### src/rtl/ps2_rx.sv
// PS/2 device-to-host receiver: synchronizes the PS/2 bus, deframes 11-bit frames and queues bytes in a FIFO.
// Optional macro PS2_PARITY_CHECK_EN drops frames that fail the odd-parity check.
module ps2_rx #(
    parameter int unsigned FIFO_DEPTH     = 16,
    parameter int unsigned TIMEOUT_CYCLES = 50000
) (
    input  logic        clk,
    input  logic        rst_n,
    input  logic        ps2_clk,
    input  logic        ps2_data,
    input  logic        ren,
    output logic [15:0] data_out
);

    localparam int unsigned AW = $clog2(FIFO_DEPTH);
    localparam int unsigned TW = $clog2(TIMEOUT_CYCLES + 1);
    localparam logic [AW:0]   FULL_CNT = (AW + 1)'(FIFO_DEPTH);
    localparam logic [TW-1:0] TO_LAST  = TW'(TIMEOUT_CYCLES - 1);

    typedef enum logic [1:0] {
        ST_IDLE,
        ST_RECV,
        ST_PUSH
    } state_t;

    state_t state_q, state_d;

    logic ps2_clk_s1_q, ps2_clk_s1_d;
    logic ps2_clk_s2_q, ps2_clk_s2_d;
    logic ps2_clk_prev_q, ps2_clk_prev_d;
    logic ps2_data_s1_q, ps2_data_s1_d;
    logic ps2_data_s2_q, ps2_data_s2_d;

    logic [3:0]    bit_cnt_q, bit_cnt_d;
    logic [9:0]    shift_q, shift_d;
    logic [TW-1:0] to_cnt_q, to_cnt_d;

    logic [AW-1:0] wr_ptr_q, wr_ptr_d;
    logic [AW-1:0] rd_ptr_q, rd_ptr_d;
    logic [AW:0]   count_q, count_d;
    logic          ovf_q, ovf_d;
    logic [7:0]    mem_q [FIFO_DEPTH];

    logic fall_edge;
    logic parity_ok;
    logic push;
    logic empty;
    logic full;
    logic pop;
    logic wr_en;

`ifdef PS2_PARITY_CHECK_EN
    assign parity_ok = ^shift_q[8:0];
`else
    assign parity_ok = 1'b1;
`endif

    assign fall_edge = ps2_clk_prev_q & ~ps2_clk_s2_q;

    // Receiver: the start bit is qualified in idle, so only data/parity/stop land in shift_q.
    always_comb begin
        ps2_clk_s1_d   = ps2_clk;
        ps2_clk_s2_d   = ps2_clk_s1_q;
        ps2_clk_prev_d = ps2_clk_s2_q;
        ps2_data_s1_d  = ps2_data;
        ps2_data_s2_d  = ps2_data_s1_q;
        state_d        = state_q;
        bit_cnt_d      = bit_cnt_q;
        shift_d        = shift_q;
        to_cnt_d       = to_cnt_q;
        push           = 1'b0;

        case (state_q)
            ST_RECV: begin
                if (fall_edge) begin
                    shift_d  = {ps2_data_s2_q, shift_q[9:1]};
                    to_cnt_d = '0;
                    if (bit_cnt_q == 4'd10) begin
                        state_d   = ST_PUSH;
                        bit_cnt_d = '0;
                    end else begin
                        bit_cnt_d = bit_cnt_q + 4'd1;
                    end
                end else if (to_cnt_q == TO_LAST) begin
                    state_d   = ST_IDLE;
                    bit_cnt_d = '0;
                    to_cnt_d  = '0;
                end else begin
                    to_cnt_d = to_cnt_q + TW'(1);
                end
            end
            default: begin
                push      = (state_q == ST_PUSH) && shift_q[9] && parity_ok;
                state_d   = ST_IDLE;
                bit_cnt_d = '0;
                to_cnt_d  = '0;
                if (fall_edge && !ps2_data_s2_q) begin
                    state_d   = ST_RECV;
                    bit_cnt_d = 4'd1;
                end
            end
        endcase
    end

    assign empty = (count_q == '0);
    assign full  = (count_q == FULL_CNT);
    assign pop   = ren && !empty;
    // A full FIFO still accepts a byte when the head is popped in the same cycle.
    assign wr_en = push && (!full || pop);

    always_comb begin
        wr_ptr_d = wr_ptr_q;
        rd_ptr_d = rd_ptr_q;
        count_d  = count_q;
        ovf_d    = ovf_q;
        if (wr_en) wr_ptr_d = wr_ptr_q + AW'(1);
        if (pop)   rd_ptr_d = rd_ptr_q + AW'(1);
        if (wr_en && !pop)      count_d = count_q + (AW + 1)'(1);
        else if (!wr_en && pop) count_d = count_q - (AW + 1)'(1);
        if (push && full && !pop) ovf_d = 1'b1;
        else if (ren)             ovf_d = 1'b0;
    end

    assign data_out = {~empty, ovf_q, 6'b0, empty ? 8'h00 : mem_q[rd_ptr_q]};

    always_ff @(posedge clk or negedge rst_n) begin
        if (!rst_n) begin
            ps2_clk_s1_q   <= 1'b1;
            ps2_clk_s2_q   <= 1'b1;
            ps2_clk_prev_q <= 1'b1;
            ps2_data_s1_q  <= 1'b1;
            ps2_data_s2_q  <= 1'b1;
            state_q        <= ST_IDLE;
            bit_cnt_q      <= '0;
            shift_q        <= '0;
            to_cnt_q       <= '0;
            wr_ptr_q       <= '0;
            rd_ptr_q       <= '0;
            count_q        <= '0;
            ovf_q          <= 1'b0;
        end else begin
            ps2_clk_s1_q   <= ps2_clk_s1_d;
            ps2_clk_s2_q   <= ps2_clk_s2_d;
            ps2_clk_prev_q <= ps2_clk_prev_d;
            ps2_data_s1_q  <= ps2_data_s1_d;
            ps2_data_s2_q  <= ps2_data_s2_d;
            state_q        <= state_d;
            bit_cnt_q      <= bit_cnt_d;
            shift_q        <= shift_d;
            to_cnt_q       <= to_cnt_d;
            wr_ptr_q       <= wr_ptr_d;
            rd_ptr_q       <= rd_ptr_d;
            count_q        <= count_d;
            ovf_q          <= ovf_d;
        end
    end

    always_ff @(posedge clk) begin
        if (wr_en) mem_q[wr_ptr_q] <= shift_q[7:0];
    end

endmodule

### config.mk
export PLATFORM = sky130hd
export DESIGN_NAME = ps2_rx
export DESIGN_NICKNAME = d
export VERILOG_FILES = /design/src/rtl/ps2_rx.sv
export SDC_FILE = /design/constraint.sdc
export NUM_CORES = 1
export LEC_CHECK = 0
export ABC_AREA = 1
export CORE_ASPECT_RATIO = 1.4
export CORE_MARGIN = 10
export CORE_UTILIZATION = 52
export CTS_CLUSTER_DIAMETER = 100
export DETAILED_ROUTE_END_ITERATION = 8
export DONT_BUFFER_PORTS = 1
export PLACE_DENSITY = 0.78
export SLEW_MARGIN = 20
export SYNTH_ARGS = -nofsm -noshare
export SYNTH_HDL_FRONTEND = slang
export SYNTH_SLANG_ARGS = --single-unit
### constraint.sdc
create_clock -name clk -period 3 [get_ports clk]
set_input_delay 0.3 -clock clk [delete_from_list [all_inputs] [get_ports clk]]
set_output_delay 0.3 -clock clk [all_outputs]
set_load 0.01 [all_outputs]
==> run summary <==
adder-cell area share of the yosys netlist -> 2.19%
Slew Limit Fails -> 0
sequential area share after synthesis -> 66.1%
total global-route track usage -> 16.7%
Max FO, Critical Path -> 9
H-tree depth -> 4
Root Buffer Master -> clkbuf_16
first-pass GRT wire length -> 26000 um
Hold Path Sink -> rd_ptr_q[2]$_DFFE_PN0N_
ys async rst share -> 28.5%
gr ovfl total -> 0
Arr. time, crit path -> 3.03 ns
Netlist cell types -> 31
final-report setup violation count -> 0
worst-case vdd ir drop -> 0.000381 V
reg2reg start -> count_q[2]$_DFFE_PN0P_
via count -> 5230
Row Count -> 52
Setup Fix Bufs, Post-CTS -> 0
leak pwr -> 3.38 nW
Detailed Route WL -> 16200 um
register bit total from synthesis -> 179
routability cong. -> 0.923
fmax -> 370 MHz
slowest stage delay, CP -> 0.40 ns
final worst slack -> 0.298 ns
Worst-path clk slew -> 0.06 ns
initial antenna violation count -> 0
Die ar. -> 0.0203 mm^2
Die Height -> 165 um
Initial Utilization -> 53.2%
WP buf/inv -> 3
Core Footprint -> 0.0146 mm^2
RSZ-0062 raised after global routing -> no
Final TNS setup -> 0 ns
clock sink count -> 179
Post-Synth XOR/XNOR Area -> 1.47%
Port Buffers -> 0
Synth Warn # -> 0
skew final -> 0.00936 ns
pin count of the biggest net entering global routing -> 67
Pwr Density -> 661 mW/mm^2
mux contribution to synthesized area -> 0%
status -> finished, final reports clean
max_slew headroom -> 46.1%
Top Ports -> 21
Longest Clk Path Bufs -> 2
Via-to-Cell Ratio -> 5.55
Syn Inst Count -> 740
pre-CTS setup slack -> 0.392 ns
hpwl dp -> 10400 um
slew of the pin with the lowest slew margin -> 0.805 ns
final hold violations -> 0
Post-synth EDFFs -> 128
total chip power -> 5.63 mW
post-synthesis compound-gate area fraction -> 2.39%
die width -> 123 um
Reg2Reg Setup Slack -> 0.30 ns
Simple-Gate Fraction of Synth Area -> 22.4%
Crit Reg-Reg Endpoint -> count_q[4]$_DFFE_PN0P_
largest family of logic cells by synthesized area -> simple AND/OR/NAND/NOR gates
Net count, final -> 759
CP Data Required Time -> 3.32 ns
mean post-synth cell area -> 10.5 um^2
synthesis-to-layout area growth -> 9.71%
worst hold slack -> 0.0496 ns
layout cells sized above 1 -> 7.17%
Crit Path Category -> reg2reg
top-area cell type share of the netlist area -> 49.6%
Reg2Reg Depth -> 16
predominant post-synthesis flop cell -> edfxtp_1
hold path cells -> 2
CTS Buf Count -> 17
Post-Syn Area -> 0.00776 mm^2
Skew-Pair Late Insertion Delay -> 0.44 ns
CTS tree -> built
Pre-Repair DR Iteration Count -> 5
CP Cell Sequence -> nor2_1 > nand3_1 > nor2_4 > inv_2 > nand2_2 > ha_1 > inv_1 > ha_1 > nand2_1 > nand2_1 > a21oi_1 > inv_1 > nand2_1 > nand2_1 > nand2_1 > nand2_1
leading post-synthesis cells by cell area -> edfxtp_1 50%, dfrtp_1 15%, nand2_1 11%, nand3_1 7.4%, inv_1 2.4%
hold crit path type -> in2reg
WL/cell -> 17.2 um
Tcrit/Tclk final -> 90.1%
minimum clock period -> 2.70 ns
CP Capture Type -> register
Max Cap Viol -> 0
Residual DRC -> 0
DRT iter0 DRCs -> 675
leading area contributor after synthesis -> edfxtp_1
cts repair resizes -> 0
HP Start -> ren
Post-CTS Hold Fix Bufs -> 5
critical path's top delay family -> simple AND/OR/NAND/NOR gates
ant diodes -> 0
slowest CP cell -> dfrtp_1
antenna-violating nets left -> 0
crit-path most repeated cell -> nand2_1
vias in the first global route -> 5308
Worst setup SP type -> register
Finished Core Util -> 58.4%
stage by stage:
stage / instances / cell area [um^2]
6_report: 942 / 8510
3_5_place_dp: 906 / 7880
4_1_cts: 942 / 8510
2_1_floorplan: 745 / 7770
3_3_place_gp: 906 / 7880
5_1_grt: 942 / 8510
state kept, by name, summed over array words and instances, names as in the netlist:
signal,flops
mem_q,128
to_cnt_q,16
shift_q,10
count_q,5
bit_cnt_q,4
rd_ptr_q,4
wr_ptr_q,4
state_q,2
ovf_q,1
ps2_clk_prev_d,1
ps2_clk_prev_q,1
ps2_clk_s1_q,1
ps2_data_s1_q,1
ps2_data_s2_q,1
metal layers:
metal  GRT usage, %  vias to the layer above  part of all wire [%]  routed length (um)
met5              0                        -                     0                   0
met4           9.87                        0                   3.9                 640
met3           4.58                       45                   6.9                1130
met2           28.4                      202                    51                8310
met1           18.2                     2524                    38                6140
li1               -                     2459                     -                   -
layout make-up:
class | count | area [um^2]
timing repair buffer | 13 | 153
multi-input combinational | 476 | 2230
clock buffer | 18 | 429
sequential | 179 | 5130
inverter | 54 | 203
fill | 1145 | 6060
tap | 189 | 236
clock inverter | 13 | 135
report_power, final:
part           total, mW  switching, mW  internal, mW
clock network       2.12          0.904          1.22
logic              0.175          0.116        0.0592
registers           3.33          0.333          3.00
cell usage after synthesis (all sizes together) (4+ instances only):
master and count:
a21oi 17, nand4 4, edfxtp 128, dfstp 5, xor2 11, o21ai 14
clkbuf 7, ha 12, nor2 51, dfrtp 46, nand2 228, nand3 115
buf 29, nor3 10, inv 52
layout by cell type, fill, tap and decap left out, drive strengths merged:
master         n
dfrtp         46
a21boi         1
conb           6
fa             1
ha            12
buf            9
a21oi         17
nand3        115
clkbuf        18
bufinv         2
xor2          11
a31oi          1
edfxtp       128
nand2        228
dlygate4sd3    4
clkinv        10
or2            1
o22ai          2
clkinvlp       2
dfstp          5
nor3          10
nand4          4
nor2          51
o21ai         14
xnor2          2
inv           53
how the worst max path moves through the flow:
stage	start	endpoint	slack [ns]	cells past startpoint
final	count_q[2]$_DFFE_PN0P_	count_q[4]$_DFFE_PN0P_	0.30	16
after global routing	count_q[2]$_DFFE_PN0P_	count_q[4]$_DFFE_PN0P_	0.15	16
after CTS	count_q[2]$_DFFE_PN0P_	count_q[4]$_DFFE_PN0P_	0.36	16
after detailed placement	count_q[2]$_DFFE_PN0P_	count_q[4]$_DFFE_PN0P_	0.39	16
after global placement	count_q[2]$_DFFE_PN0P_	count_q[4]$_DFFE_PN0P_	0.59	16
after floorplan	count_q[2]$_DFFE_PN0P_	count_q[4]$_DFFE_PN0P_	0.80	16
worst reg2reg max path: cells and delay by family, from the launching register on:
kind                     cells  cell delay [ns]
flip-flops                   1             0.40
AND/OR/NAND/NOR             10             1.09
AO/OA/AOI/OAI                1             0.20
buffers and inverters        3             0.28
adder cells (fa/ha/maj)      2             0.63
logic make-up (layout without fill, tap and decap cells):
| logic type | after synthesis | count (layout) |
|---|---|---|
| fa+ha+maj | 13 | 13 |
| compound gates | 35 | 35 |
| buf+inv | 90 | 98 |
| other cells | 1 | 6 |
| xor+xnor | 13 | 13 |
| flops | 179 | 179 |
| simple gates | 409 | 409 |
(Power assumes the default switching activity.)
